**src/rtl/uart_tx_fifo.sv**
```systemverilog
// UART transmitter with a small transmit FIFO and a valid/ready write port.
// Define UART_TX_PARITY_EN to add a parity bit (and the parity_odd input) after the data bits.
module uart_tx_fifo #(
   parameter int DBIT       = 8,
   parameter int OVERSAMPLE = 16,
   parameter int SB_TICK    = 16,
   parameter int DEPTH      = 4
) (
   input  logic                     clk,
   input  logic                     reset,
   input  logic                     s_tick,
   input  logic [DBIT-1:0]          din,
   input  logic                     din_valid,
   output logic                     din_ready,
`ifdef UART_TX_PARITY_EN
   input  logic                     parity_odd,
`endif
   output logic                     tx,
   output logic                     tx_done_tick,
   output logic                     busy,
   output logic [$clog2(DEPTH):0]   fifo_count
);

   localparam int AW   = $clog2(DEPTH);
   localparam int SMAX = (OVERSAMPLE > SB_TICK) ? OVERSAMPLE : SB_TICK;
   localparam int SW   = $clog2(SMAX);
   localparam int NW   = $clog2(DBIT);
   localparam logic [SW-1:0] S_BIT_LAST  = SW'(OVERSAMPLE - 1);
   localparam logic [SW-1:0] S_STOP_LAST = SW'(SB_TICK - 1);
   localparam logic [NW-1:0] N_LAST      = NW'(DBIT - 1);
   localparam logic [AW:0]   FULL        = (AW + 1)'(DEPTH);

   typedef enum logic [2:0] {IDLE, START, DATA, PARITY, STOP} state_t;

   state_t            state, state_next;
   logic [SW-1:0]     s, s_next;
   logic [NW-1:0]     n, n_next;
   logic [DBIT-1:0]   shift, shift_next;
   logic              tx_next;
   logic              pop, push, done;

   logic [DBIT-1:0]   mem [DEPTH];
   logic [AW-1:0]     wr_ptr, rd_ptr;
   logic [AW:0]       count;

   // Readiness comes only from the registered count, so a pop cannot make room for a same-clk write
   assign din_ready    = (count != FULL);
   assign push         = din_valid && din_ready;
   assign fifo_count   = count;
   assign busy         = (state != IDLE);
   assign tx_done_tick = done && !reset;

   always_ff @(posedge clk) begin
      if (reset) begin
         wr_ptr <= '0;
         rd_ptr <= '0;
         count  <= '0;
      end else begin
         if (push) wr_ptr <= wr_ptr + 1'b1;
         if (pop)  rd_ptr <= rd_ptr + 1'b1;
         case ({push, pop})
            2'b10:   count <= count + 1'b1;
            2'b01:   count <= count - 1'b1;
            default: count <= count;
         endcase
      end
   end

   always_ff @(posedge clk) begin
      if (push) mem[wr_ptr] <= din;
   end

`ifdef UART_TX_PARITY_EN
   logic [DBIT-1:0] data_reg;

   // Parity is taken from the frame's own data, so it is frozen at pop time
   always_ff @(posedge clk) begin
      if (pop) data_reg <= mem[rd_ptr];
   end
`endif

   always_ff @(posedge clk) begin
      if (reset) begin
         state <= IDLE;
         s     <= '0;
         n     <= '0;
         shift <= '0;
         tx    <= 1'b1;
      end else begin
         state <= state_next;
         s     <= s_next;
         n     <= n_next;
         shift <= shift_next;
         tx    <= tx_next;
      end
   end

   always_comb begin
      state_next = state;
      s_next     = s;
      n_next     = n;
      shift_next = shift;
      tx_next    = 1'b1;
      pop        = 1'b0;
      done       = 1'b0;
      case (state)
         IDLE: begin
            if (count != '0) begin
               pop        = 1'b1;
               shift_next = mem[rd_ptr];
               s_next     = '0;
               state_next = START;
            end
         end
         START: begin
            tx_next = 1'b0;
            if (s_tick) begin
               if (s == S_BIT_LAST) begin
                  s_next     = '0;
                  n_next     = '0;
                  state_next = DATA;
               end else begin
                  s_next = s + 1'b1;
               end
            end
         end
         DATA: begin
            tx_next = shift[0];
            if (s_tick) begin
               if (s == S_BIT_LAST) begin
                  s_next     = '0;
                  shift_next = shift >> 1;
                  if (n == N_LAST) begin
`ifdef UART_TX_PARITY_EN
                     state_next = PARITY;
`else
                     state_next = STOP;
`endif
                  end else begin
                     n_next = n + 1'b1;
                  end
               end else begin
                  s_next = s + 1'b1;
               end
            end
         end
`ifdef UART_TX_PARITY_EN
         PARITY: begin
            tx_next = (^data_reg) ^ parity_odd;
            if (s_tick) begin
               if (s == S_BIT_LAST) begin
                  s_next     = '0;
                  state_next = STOP;
               end else begin
                  s_next = s + 1'b1;
               end
            end
         end
`endif
         STOP: begin
            tx_next = 1'b1;
            if (s_tick) begin
               if (s == S_STOP_LAST) begin
                  done       = 1'b1;
                  state_next = IDLE;
               end else begin
                  s_next = s + 1'b1;
               end
            end
         end
         default: state_next = IDLE;
      endcase
   end

endmodule

```
**config.mk**
```make
export PLATFORM = sky130hd
export DESIGN_NAME = uart_tx_fifo
export DESIGN_NICKNAME = d
export VERILOG_FILES = /design/src/rtl/uart_tx_fifo.sv
export SDC_FILE = /design/constraint.sdc
export NUM_CORES = 1
export LEC_CHECK = 0
export ABC_AREA = 1
export CORE_MARGIN = 10
export CORE_UTILIZATION = 38
export CTS_CLUSTER_DIAMETER = 100
export DETAILED_ROUTE_END_ITERATION = 16
export GPL_ROUTABILITY_DRIVEN = 0
export PLACE_DENSITY = 0.64
export SYNTH_ARGS = -nofsm -noshare
export SYNTH_HDL_FRONTEND = slang
export SYNTH_SLANG_ARGS = --single-unit
```
**constraint.sdc**
```tcl
create_clock -name clk -period 2.45 [get_ports clk]
set_input_delay 0.3675 -clock clk [delete_from_list [all_inputs] [get_ports clk]]
set_output_delay 0.3675 -clock clk [all_outputs]
set_load 0.02 [all_outputs]
```
Word-level counts from Yosys, hierarchy flattened
Memory sizes are Yosys's and may differ from the RTL's. A register that Yosys moved wholly into a read port is not among the register bits.
Cells that the tools add are included.
Cells by class
  add/sub/neg operators: 6
  eq/ne operators: 19
  mux-type cells: 34
  reductions and logical operators: 15
Operators with widths (count)
  $mux 3: 11
  $mux 8: 3
  $mux 4: 5
  $ne 2x2->1 const B: 10
  $pmux 8 s2: 1
  $pmux 3 s2: 2
  $pmux 3 s4: 1
  $pmux 4 s3: 1
  $reduce_bool 3->1: 3
  $reduce_and 8->1: 1
  $mux 1: 7
  $add 3x1->3 const B: 2
  $eq 3x3->1 const B: 2
  $reduce_and 6->1: 1
  $reduce_bool 2->1: 3
  $reduce_and 5->1: 1
  $add 2x1->2 const B: 2
  $add 4x1->4 const B: 1
  $eq 4x4->1 const B: 1
  $mux 2: 2
  $reduce_and 4->1: 1
  $eq 3x1->1 const B: 1
  $eq 3x2->1 const B: 1
  $logic_not 3->1: 1
  other kinds (9): 10
Word-level totals
  flip-flop bits (word level): 26
  memory bits (writable): 32
  input port bits: 12
  output and inout bits: 7
  memories: 1
Memory list
  mem: words 4, width 8, read ports 1, clocked after memory_dff 1, wr ports 1, RTL line 42  | logic [DBIT-1:0] mem [DEPTH];

Logic depth before layout (Yosys ltp)
  depth after elaboration: 5
  gate-level depth with buffers: 12
  gate-level depth less buffers: 12

Least setup slack after synthesis
No wires, ideal clock.
  kind: register to register
  start: reg count[0] (netlist: fifo_count[0])
  end: reg count[2] (netlist: fifo_count[2])
  data arrival time: 1.989 ns
  path slack: 0.338 ns
  cell stages (with the launch flop): 11
  period minus slack after synthesis: 2.112 ns
  cells stage by stage: dfxtp_1 > inv_1 > nand3_1 > nand2_1 > ha_1 > inv_1 > fa_1 > a21oi_1 > o21ai_0 > o21ai_0 > a21oi_1
On the way
  elaborated cells on any way between the ends: 11
RTL lines
  from (decl): RTL line 44  | logic [AW:0] count;
  from (signal assigned): RTL line 62  | 2'b10: count <= count + 1'b1;
  from (signal assigned): RTL line 63  | 2'b01: count <= count - 1'b1;
  from (signal assigned): RTL line 64  | default: count <= count;
  $ne 3x3->1 *: RTL line 47  | assign din_ready = (count != FULL);
  named net din_ready: RTL line 14  | output logic din_ready,
  $logic_and 1x1->1 *: RTL line 48  | assign push = din_valid && din_ready;
  $eq 2x1->1 / $eq 2x2->1 (equally long branches): RTL line 61  | case ({push, pop})
  $pmux 3 s2 / $reduce_bool 2->1 (equally long branches)
Mark *: on every way through the listed nets, which the timed path passes. The rest lies on a longest branch.
A chain may end at the register's enable or synchronous reset.

Final worst setup path
  start: reg s[0]
  end: out tx_done_tick
On the way
  longest elaborated chain between the ends: 5
Ends and longest elaborated chain
  from (decl): RTL line 36  | logic [SW-1:0] s, s_next;
  from (signal assigned): RTL line 91  | s <= s_next;
  $eq 4x4->1: RTL line 163  | if (s == S_STOP_LAST) begin
  $mux 1: RTL line 163
  $mux 1: RTL line 162  | if (s_tick) begin
  $mux 1: RTL line 106  | case (state)
  $logic_and 1x1->1: RTL line 51  | assign tx_done_tick = done && !reset;
  to (decl): RTL line 19  | output logic tx_done_tick,
Every way passes these cells.

==> flow_summary.yaml <==
outcome:
  status: "finished, final reports clean"
synth:
  synth_edf_count: 32
  ys.flop_type: "edfxtp_1"
  synth_top_cell_by_area: "edfxtp_1"
  ys_ff_latch: 60
  synthMostInstantiatedCell: "nand2_1"
  synth_top_area_share_pct: 32.86
  syn_avg_cell_area_um2: 8.283
  synth.cell_area_um2: 2924
  synth_nets: 374
  yosysSeqAreaShare_pct: 52.03
  synthTopCellsByArea: "edfxtp_1 33%, dfxtp_1 19%, nand2_1 9.1%"
  synth_warnings: 0
  synth_common_cells: "71 x nand2_1, 59 x nor2_1, 45 x inv_1, 32 x edfxtp_1, 31 x nand3_1"
  synth.distinct_cells: 27
  synthArstFlopShare_pct: 0
  syn_inst: 353
critical_path:
  crit_type: "register to output pin"
  end_kind: "output pin"
  reg2reg_depth: 12
  cp_max_fo: 4
  reg2reg_slack_ps: 360
  worstReg2RegStart: "state[0]"
  required_ps: 2080
  crit_path_start_kind: "register"
  r2r_end: "fifo_count[2]"
  cp_data_arrival_time_ps: 1780
final_layout:
  drive_gt1_share_pct: 14.25
  postLayoutCellArea_um2: 3498
  instances_no_fill: 485
  nets: 402
  diodes: 0
  num-fill-cells: 722
  area_growth_pct: 19.64
cts:
  cts_hold_buf: 0
  clock_path_buffers: 2
  clkTransAtPathRegs_ps: 70
  post_cts_buffers: 0
  cts_sinks: 60
  clk_latency_ps: 340
  cts_root_buffer: "clkbuf_8"
  cts_tree: "built"
  cts_buffers: 9
  h-tree-depth: 3
placed_design:
  detailedPlacementHpwl_um: 4024
  dp.cells: 469
  portBuffers: 18
  placed_area_um2: 3237
floorplanning:
  pin_count: 19
  rows: 31
  start_util_pct: 39.68
  die_w_um: 107.7
  core_um2: 7370
  die_height_um: 107.7
  fp.dieArea_um2: 11600
sta:
  tightest_slew_ps: 512.2
  finalSetupViolations: 0
  finalSetupTns_ps: 0
  whs_ps: 464.0
  period_needed_ps: 2145
  max_freq_mhz: 466.3
  fin_worst_skew_ps: 8.510
  hold_viol: 0
  fin_crit_sh_pct: 87.54
  rsz0062_at_grt: "false"
  slew_violations: 0
  slew_headroom_pct: 65.81
power_and_ir_drop:
  leakage_uw: 0.001504
  share_comb_of_total_power_pct: 38.7
  pwr-share-clk_pct: 28.5
  power.total_uw: 4121
  vdd_drop_max_mv: 0.3924
  power_density_nw_per_um2: 1178
  seqPwrFrac_pct: 32.9
  p_int_uw: 2610
  swShare_pct: 36.65
  switchingPower_uw: 1510
route:
  ant_nets: 0
  drc: 0
  drt_wl_total_um: 5746
  drtPass1Iterations: 4
  routedWlPerCell_um: 11.85
  vias: 2222
  drt_iter0_markers: 117
  via_per_inst: 4.581
global_routing:
  antenna_found_initial: 0
  grt_pass1_wl_um: 9846
  grt_overflow_total: 0
  grt_usage_pct: 10.70
  grt_max_degree: 32
  grt_pass1_vias: 2162
min_path:
  worst_hold_path.endpoint: "shift[3]"
  min_path_cells: 2
  min_from: "shift[3]"
  hp-class: "register to register"
run:
  cap_violations: 0
## critical path: stages, from the launching register on
cell           delay (ps)
dfxtp_1               370
ha_1                  200
nand2_1                80
nor2_1                180
nand2_1               130
nor3_1                130
dlygate4sd2_1         350
## cell usage in the layout, fill, tap and decap left out, types with 2 or more instances in the layout
cell and n:
nand2_2 9, nor2_4 3, nor2_1 59, dfxtp_1 28, clkdlybuf4s50_1 17, inv_1 45
bufinv_16 4, nand2_4 2, nand2_1 71, ha_1 8, edfxtp_1 32, o21ai_0 9
buf_4 7, nand4_2 2, a21oi_1 23, or2_2 8, nand3_1 31, clkbuf_8 9
inv_2 6, nand3_2 2, clkinvlp_4 2, o21ai_1 2
## sequential cells by signal, summed over array words and instances, names as in the netlist, named ones only
name	flops
rd_ptr	2
state	3
s	4
n	3
fifo_count	3
mem	32
tx	1
wr_ptr	2
shift	8
## metal layers
metal  wire length, um  global-route usage (%)  share of wire [%]
met2              2803                   17.91                 49
met3               188                   2.934                3.3
met5                 0                       0                  0
met1              2652                   12.01                 46
met4               102                   6.011                1.8
## power groups by stage
stage,clock network (uW),registers (uW),logic (uW)
2_1_floorplan,0,1380,1210
3_3_place_gp,0,1370,1580
3_5_place_dp,0,1380,1600
4_1_cts,1200,1360,1610
5_1_grt,1250,1380,1820
6_report,1170,1350,1590
## through the flow
| step | setup WS [ps] | utilization [%] |
|---|---|---|
| final | 305.3 | 47.47 |
| after CTS | 276.1 | 47.47 |
| after global routing | 103.6 | 47.47 |
| after global placement | 258.0 | 43.92 |
| after detailed placement | 265.3 | 43.92 |
| after floorplan | 338.5 | - |
## how the worst max path moves through the flow
stage	from	endpoint	slack, ps	depth (start not counted)
6_report	s[0]	tx_done_tick	310	6
2_1_floorplan	fifo_count[0]	fifo_count[2]	340	10
3_3_place_gp	s_tick	tx_done_tick	260	4
3_5_place_dp	s_tick	tx_done_tick	270	4
5_1_grt	s[0]	tx_done_tick	100	6
4_1_cts	s[0]	tx_done_tick	280	6
## kinds of logic (layout without fill, tap and decap cells)
| logic type | Yosys count | in the layout | share of synthesized area, % |
|---|---|---|---|
| buffers and inverters | 59 | 92 | 8.044 |
| xor gates and xnor gates | 1 | 1 | 0.2996 |
| DFF | 60 | 60 | 52.03 |
| and+or+nand+nor | 189 | 189 | 29.48 |
| adders and majority gates | 9 | 9 | 4.108 |
| AOI/OAI and AO/OA | 35 | 35 | 6.033 |
## area by class of cell
| type | count | area, um2 | area share (%) |
|---|---|---|---|
| Clock buffer | 9 | 123.9 | 3.541 |
| Clock inverter | 7 | 138.9 | 3.970 |
| Inverter | 51 | 191.4 | 5.472 |
| Multi-Input combinational cell | 234 | 1167 | 33.37 |
| Sequential cell | 60 | 1521 | 43.49 |
| Tap cell | 99 | 123.9 | 3.541 |
| Timing Repair Buffer | 25 | 231.5 | 6.617 |
## what timing repair did
item,in CTS,in global routing
hold endpoints to repair,0,0
resized for setup,1,0
endpoints found under the setup margin,1,0
Note: power is estimated with default switching activity, not from simulation.
